<file path="src/rtl/pipelined_wallace_mul.sv">
// Three-stage pipelined Wallace-tree multiplier (unsigned / Baugh-Wooley signed) with tag and valid/ready flow.
// Define MUL_FLUSH_EN to add the flush port that discards all in-flight operations.
module pipelined_wallace_mul #(
    parameter int unsigned WIDTH = 32,
    parameter int unsigned TAG_W = 4
) (
    input  logic                 clk,
    input  logic                 rst,
`ifdef MUL_FLUSH_EN
    input  logic                 flush,
`endif
    input  logic                 in_valid,
    output logic                 in_ready,
    input  logic [WIDTH-1:0]     in_a,
    input  logic [WIDTH-1:0]     in_b,
    input  logic                 in_signed,
    input  logic [TAG_W-1:0]     in_tag,
    output logic                 out_valid,
    input  logic                 out_ready,
    output logic [2*WIDTH-1:0]   out_product,
    output logic [TAG_W-1:0]     out_tag
);

    localparam int unsigned P = 2 * WIDTH;

    function automatic int unsigned rows_after(input int unsigned lv);
        int unsigned n;
        n = WIDTH;
        for (int unsigned k = 0; k < lv; k++) n = 2 * (n / 3) + n % 3;
        return n;
    endfunction

    function automatic int unsigned level_count();
        int unsigned n;
        int unsigned cnt;
        n = WIDTH;
        cnt = 0;
        while (n > 2) begin
            n = 2 * (n / 3) + n % 3;
            cnt++;
        end
        return cnt;
    endfunction

    localparam int unsigned L  = level_count();
    localparam int unsigned H  = (L + 1) / 2;
    localparam int unsigned R1 = rows_after(H);

    logic                   flush_act;
    logic                   adv1, adv2, adv3, take_in;
    logic                   v1_q, v1_d, v2_q, v2_d, v3_q, v3_d;
    logic [WIDTH-1:0][P-1:0] pp;
    logic [R1-1:0][P-1:0]   s1_rows_q, s1_rows_d;
    logic [TAG_W-1:0]       s1_tag_q, s1_tag_d, s2_tag_q, s2_tag_d, out_tag_q, out_tag_d;
    logic [P-1:0]           s2_sum_q, s2_sum_d, s2_carry_q, s2_carry_d;
    logic [P-1:0]           out_product_q, out_product_d;

    // Baugh-Wooley constants sit in bit positions no shifted row occupies, so no extra row is needed.
    for (genvar gi = 0; gi < WIDTH; gi++) begin : g_pp
        localparam logic [WIDTH-1:0] BW_INV = (gi == WIDTH - 1) ?
            {1'b0, {(WIDTH-1){1'b1}}} : {1'b1, {(WIDTH-1){1'b0}}};
        localparam logic [P-1:0] BW_ONE =
            ((gi == 0) ? (P'(1) << WIDTH) : P'(0)) |
            ((gi == WIDTH - 1) ? (P'(1) << (P - 1)) : P'(0));
        logic [WIDTH-1:0] term;
        assign term   = (in_a & {WIDTH{in_b[gi]}}) ^ ({WIDTH{in_signed}} & BW_INV);
        assign pp[gi] = (P'(term) << gi) | ({P{in_signed}} & BW_ONE);
    end

    for (genvar g = 0; g < L; g++) begin : g_lvl
        localparam int unsigned N  = rows_after(g);
        localparam int unsigned T  = N / 3;
        localparam int unsigned NN = rows_after(g + 1);
        logic [N-1:0][P-1:0]  in_rows;
        logic [NN-1:0][P-1:0] out_rows;

        if (g == 0) begin : g_src_pp
            assign in_rows = pp;
        end else if (g == H) begin : g_src_reg
            assign in_rows = s1_rows_q;
        end else begin : g_src_prev
            assign in_rows = g_lvl[g-1].out_rows;
        end

        for (genvar t = 0; t < T; t++) begin : g_csa
            logic [P-1:0] x, y, z, maj;
            assign x   = in_rows[3*t];
            assign y   = in_rows[3*t+1];
            assign z   = in_rows[3*t+2];
            assign maj = (x & y) | (x & z) | (y & z);
            assign out_rows[2*t]   = x ^ y ^ z;
            assign out_rows[2*t+1] = {maj[P-2:0], 1'b0};
        end

        for (genvar r = 0; r < N - 3 * T; r++) begin : g_pass
            assign out_rows[2*T+r] = in_rows[3*T+r];
        end
    end

    always_comb begin
`ifdef MUL_FLUSH_EN
        flush_act = flush;
`else
        flush_act = 1'b0;
`endif
        adv3      = !v3_q | out_ready;
        adv2      = !v2_q | adv3;
        adv1      = !v1_q | adv2;
        in_ready  = adv1 & !rst & !flush_act;
        out_valid = v3_q & !flush_act;
        take_in   = in_valid & in_ready;

        v1_d = adv1 ? take_in : v1_q;
        v2_d = adv2 ? v1_q : v2_q;
        v3_d = adv3 ? v2_q : v3_q;
        if (flush_act) begin
            v1_d = 1'b0;
            v2_d = 1'b0;
            v3_d = 1'b0;
        end

        s1_rows_d     = take_in ? g_lvl[H-1].out_rows : s1_rows_q;
        s1_tag_d      = take_in ? in_tag : s1_tag_q;
        s2_sum_d      = (adv2 & v1_q) ? g_lvl[L-1].out_rows[0] : s2_sum_q;
        s2_carry_d    = (adv2 & v1_q) ? g_lvl[L-1].out_rows[1] : s2_carry_q;
        s2_tag_d      = (adv2 & v1_q) ? s1_tag_q : s2_tag_q;
        out_product_d = (adv3 & v2_q) ? s2_sum_q + s2_carry_q : out_product_q;
        out_tag_d     = (adv3 & v2_q) ? s2_tag_q : out_tag_q;
    end

    always_ff @(posedge clk) begin
        if (rst) begin
            v1_q          <= 1'b0;
            v2_q          <= 1'b0;
            v3_q          <= 1'b0;
            out_product_q <= '0;
            out_tag_q     <= '0;
        end else begin
            v1_q          <= v1_d;
            v2_q          <= v2_d;
            v3_q          <= v3_d;
            out_product_q <= out_product_d;
            out_tag_q     <= out_tag_d;
        end
    end

    always_ff @(posedge clk) begin
        s1_rows_q  <= s1_rows_d;
        s1_tag_q   <= s1_tag_d;
        s2_sum_q   <= s2_sum_d;
        s2_carry_q <= s2_carry_d;
        s2_tag_q   <= s2_tag_d;
    end

    assign out_product = out_product_q;
    assign out_tag     = out_tag_q;

endmodule

</file>
<file path="config.mk">
export PLATFORM = sky130hd
export DESIGN_NAME = pipelined_wallace_mul
export DESIGN_NICKNAME = d
export VERILOG_FILES = /design/src/rtl/pipelined_wallace_mul.sv
export SDC_FILE = /design/constraint.sdc
export NUM_CORES = 2
export LEC_CHECK = 0
export CORE_MARGIN = 2
export CORE_UTILIZATION = 40
export CTS_BUF_LIST = sky130_fd_sc_hd__clkbuf_4 sky130_fd_sc_hd__clkbuf_8
export DETAILED_ROUTE_END_ITERATION = 8
export PLACE_DENSITY = 0.54
export SETUP_SLACK_MARGIN = 0.1
export SLEW_MARGIN = 20
export SYNTH_ARGS = -nofsm -noshare
export SYNTH_HDL_FRONTEND = slang
export SYNTH_SLANG_ARGS = --single-unit
</file>
<file path="constraint.sdc">
create_clock -name clk -period 24.1 [get_ports clk]
set_input_delay 2.41 -clock clk [delete_from_list [all_inputs] [get_ports clk]]
set_output_delay 2.41 -clock clk [all_outputs]
set_load 0.03 [all_outputs]
</file>
==> impl_summary.txt <==
----------------------------------------------------
[Clock tree]
  Clock transition at the registers of the reported paths ... 60 ps
  Clock net sink count ... 472
  Gates resized, CTS repair ... 0
  Number of buffers created by CTS ... 85
  Clock insertion delay at the later pin of the skew report ... between 700 and 800 ps
  Number of buffers between clock root and the deepest sink ... 3
  Maximum level of the CTS H-tree ... 3
  Post-cts hold buffer count ... 0
  CTS tree ... done
  Number of setup buffers added after CTS ... 0
  Clock root cell ... sky130_fd_sc_hd__clkbuf_8

[STA]
  Count of endpoints failing hold in the final timing report ... 0
  Headroom to the max-slew limit ... 24.7%
  Largest clock skew in the final design ... between 20 and 30 ps
  Setup Viol. Count Final ... 0
  RSZ-0062 raised after global routing ... false
  Portion of the clock cycle consumed by the worst path in the final layout ... 27.5%
  Min Clock Period, post-route ... 6630 ps
  Final slew viol count ... 0
  Worst slew pin tran ... ~1100 ps
  Achievable frequency ... 151 MHz
  Final TNS setup ... 0 ps

[Synth]
  Number of flops mapped to enable cells by yosys ... between 400 and 500
  Post-synth top cells ... sky130_fd_sc_hd__fa_1, sky130_fd_sc_hd__nand2_1, sky130_fd_sc_hd__inv_1
  Dominant cell by count in the synthesized netlist ... sky130_fd_sc_hd__fa_1
  Count of different cell masters after synthesis ... 56
  Synthesized netlist cell count ... around 4,300
  Cell types occupying the most area after synthesis ... sky130_fd_sc_hd__fa_1, sky130_fd_sc_hd__edfxtp_1, sky130_fd_sc_hd__nand2_1, sky130_fd_sc_hd__inv_1, sky130_fd_sc_hd__ha_1
  Share of async-settable or async-resettable flops after synthesis ... 0%
  Syn Nets ... about 5,500
  Avg Cell Area, Syn ... approximately 11 µm²
  Number of synthesized register bits ... roughly 470
  Fraction of post-synthesis cell area in the top cell type by area ... 38.9%
  Top cell type by total area after synthesis ... sky130_fd_sc_hd__fa_1
  Top flip-flop cell by instance count after synthesis ... sky130_fd_sc_hd__edfxtp_1
  Area of the mapped netlist ... roughly 47,000 µm²
  Seq/Total Area, Yosys ... 28.8%
  Synthesis warning total ... 0

[Floorplanning]
  Initial Utilization ... roughly two fifths
  Placement row count ... 125
  Placeable core region ... 116,000 µm²
  Die width ... 346 µm
  Y dimension of the die ... 346 µm
  Area enclosed by the die boundary ... 120,000 µm²
  Number of top-level design ports ... 143

[Worst setup path]
  Max FO, Critical Path ... 7
  Cells along the critical path ... clkdlybuf4s50_1 -> nor2b_1 -> a31oi_1 -> clkdlybuf4s50_1
  Crit path max-delay family ... buffers and inverters
  Buffering stage count on the worst path with inverters included ... 2
  Cell with the most instances on the worst path ... sky130_fd_sc_hd__clkdlybuf4s50_1
  Critical Path Max Stage Delay ... 630 ps
  Type of destination of the critical path ... output pin
  Endpoint arrival time on the critical path ... 4220 ps
  Slowest cell on the critical path ... sky130_fd_sc_hd__clkdlybuf4s50_1
  Worst endpoint required time ... about 22,000 ps
  Count of cells along the worst register-to-register path ... 9
  R2R setup slack ... between 20,000 and 25,000 ps
  Setup CP Type ... input port to output pin
  RR Endpoint ... out_product[61]$_SDFFE_PP0P_
  Sort of element at the start of the critical path ... input port
  Source of the worst register-to-register timing path ... s2_sum_q[24]$_DFFE_PP_

[Global routing]
  Via count of the first global-routing pass ... 32,600
  Initial antenna violation count ... 15
  Overall Global Routing Usage ... 21.7%
  Pin count of the biggest net entering global routing ... between 70 and 80
  Overflow left after global routing ... 0
  First-pass GRT wire length ... 196,000 µm

[Place]
  Placer Congestion ... 0.877
  Hpwl dp ... 89,500 µm
  Cell Count Post-Placement ... approximately 5,800
  PortBufs ... 142

[Status]
  Result of the run ... finished, final reports clean

[Pwr]
  Static Leakage ... 22.2 nW
  Power per cell area ... 110 nW/µm²
  Worst ir drop on vdd ... 0.0000678 V

[Detailed routing]
  Wirelength, routed ... 125,000 µm
  Drt pass-1 iters ... 5
  Drt initial violations ... 1,909
  DRC errors left ... 0
  Via density ... 5.05
  Number of nets with antenna violations after detailed routing ... 0
  Overall via count from detail_route ... 29,900
  WL per Instance ... approximately 21 µm

[Cells and area]
  Area added between synthesis and finish ... 9.51%
  Post-route non-filler standard cell count ... 5,916
  Number of nets in the final layout ... 5,515
  Proportion of layout cells with a drive suffix above 1 ... roughly 5.4%

[Hold path]
  Worst Hold Class ... flip-flop to flip-flop
  Destination of the worst hold path ... s2_tag_q[0]$_DFFE_PP_
  Count of cells along the worst hold path ... 0
  Hold path startpoint ... s1_tag_q[0]$_DFFE_PP_

[Run]
  Max-capacitance violation count ... 0

----------------------------------------------------
## metal layers
metal	vias up	wire length, µm	track usage, %
met5	-	123	0
met4	18	3480	6.64
met3	236	10600	5.71
met2	1029	55900	33.6
met1	15500	55100	29.9
li1	13100	-	-
## worst max-delay path by stage
stage                    from                  endpoint  slack, ps  depth (start not counted)
floorplan           out_ready  s2_carry_q[10]$_DFFE_PP_      11910                          2
global placement    out_ready                  in_ready      17520                          4
detailed placement  out_ready                  in_ready      17470                          4
CTS                 out_ready                  in_ready      17470                          4
global route        out_ready                  in_ready      17370                          4
finish              out_ready                  in_ready      17470                          4
## cell families (layout without fill, tap and decap cells)
logic type      Yosys count  count (layout)  share of synthesized area (%)
compound gates          268             268                           3.63
buf+inv                1029            1131                           8.30
other cells               0               5                              0
mux                       2               2                         0.0429
fa+ha+maj              1121            1121                           44.6
flops                   472             472                           28.8
xor+xnor                110             110                           2.06
simple gates           1283            1283                           12.5
## metrics by stage
step	hold WS, ps	total power, mW	util, %	area (µm²)	worst slack, ps
3_5_place_dp	405	4.84	42.5	49300	17470
6_report	419	5.62	44.1	51100	17470
4_1_cts	422	5.68	44.1	51100	17470
2_1_floorplan	400	3.58	-	46700	11910
5_1_grt	421	6.22	44.1	51100	17370
3_3_place_gp	402	4.78	42.5	49300	17520
## flip-flops by register name, indices dropped and copies added, names as in the netlist, 55 cells and up
register	count
g_lvl.g_csa.x	83
g_lvl.g_csa.y	79
g_lvl.g_csa.z	112
out_product	64
s2_carry_q	55
s2_sum_q	64
## power breakdown
part | switching, mW | internal, mW | total [mW]
clock network | 0.358 | 0.457 | 0.815
logic | 2.00 | 1.32 | 3.32
registers | 0.110 | 1.38 | 1.49
## worst register-to-register path, stage by stage, from the launching register on
cell and delay [ps]:
sky130_fd_sc_hd__edfxtp_1 370, sky130_fd_sc_hd__ha_1 500, sky130_fd_sc_hd__nand4_1 370, sky130_fd_sc_hd__nor4_1 640, sky130_fd_sc_hd__nor2_1 130, sky130_fd_sc_hd__a31oi_1 400, sky130_fd_sc_hd__o211ai_1 260, sky130_fd_sc_hd__a2111oi_0 800
sky130_fd_sc_hd__nor3_1 100, sky130_fd_sc_hd__o41ai_1 300
## cell usage in the layout, fill, tap and decap left out, types with 7 or more instances in the layout
cell / count
sky130_fd_sc_hd__a31oi_1: 9
sky130_fd_sc_hd__clkinv_1: 13
sky130_fd_sc_hd__clkinv_2: 12
sky130_fd_sc_hd__buf_2: 31
sky130_fd_sc_hd__nand4_1: 13
sky130_fd_sc_hd__clkbuf_4: 26
sky130_fd_sc_hd__edfxtp_1: 401
sky130_fd_sc_hd__nor3_1: 8
sky130_fd_sc_hd__and2_1: 346
sky130_fd_sc_hd__clkbuf_8: 88
sky130_fd_sc_hd__nor2b_1: 7
sky130_fd_sc_hd__bufinv_16: 7
sky130_fd_sc_hd__o21bai_1: 10
sky130_fd_sc_hd__xor2_1: 55
sky130_fd_sc_hd__inv_1: 789
sky130_fd_sc_hd__xnor2_1: 55
sky130_fd_sc_hd__a21o_1: 33
sky130_fd_sc_hd__a22o_1: 13
sky130_fd_sc_hd__ha_1: 213
sky130_fd_sc_hd__fa_1: 908
sky130_fd_sc_hd__nand3_1: 13
sky130_fd_sc_hd__nor2_1: 56
sky130_fd_sc_hd__nand2_1: 812
sky130_fd_sc_hd__a211oi_1: 11
sky130_fd_sc_hd__a21oi_1: 110
sky130_fd_sc_hd__dfxtp_1: 71
sky130_fd_sc_hd__buf_4: 48
sky130_fd_sc_hd__o21a_1: 8
sky130_fd_sc_hd__o21ai_0: 38
sky130_fd_sc_hd__clkdlybuf4s50_1: 110
## cell type report
type                    count  area (µm²)
inverters                 789        2960
clock inverters            39         385
clock buffers             114        1410
repair buffers            189        1620
diodes                      5        12.5
well taps                1524        1910
flip-flops and latches    472       13500
fillers                 11100       64900
multi-input cells        2784       29400
No activity file was read; power rests on OpenSTA's default activity.
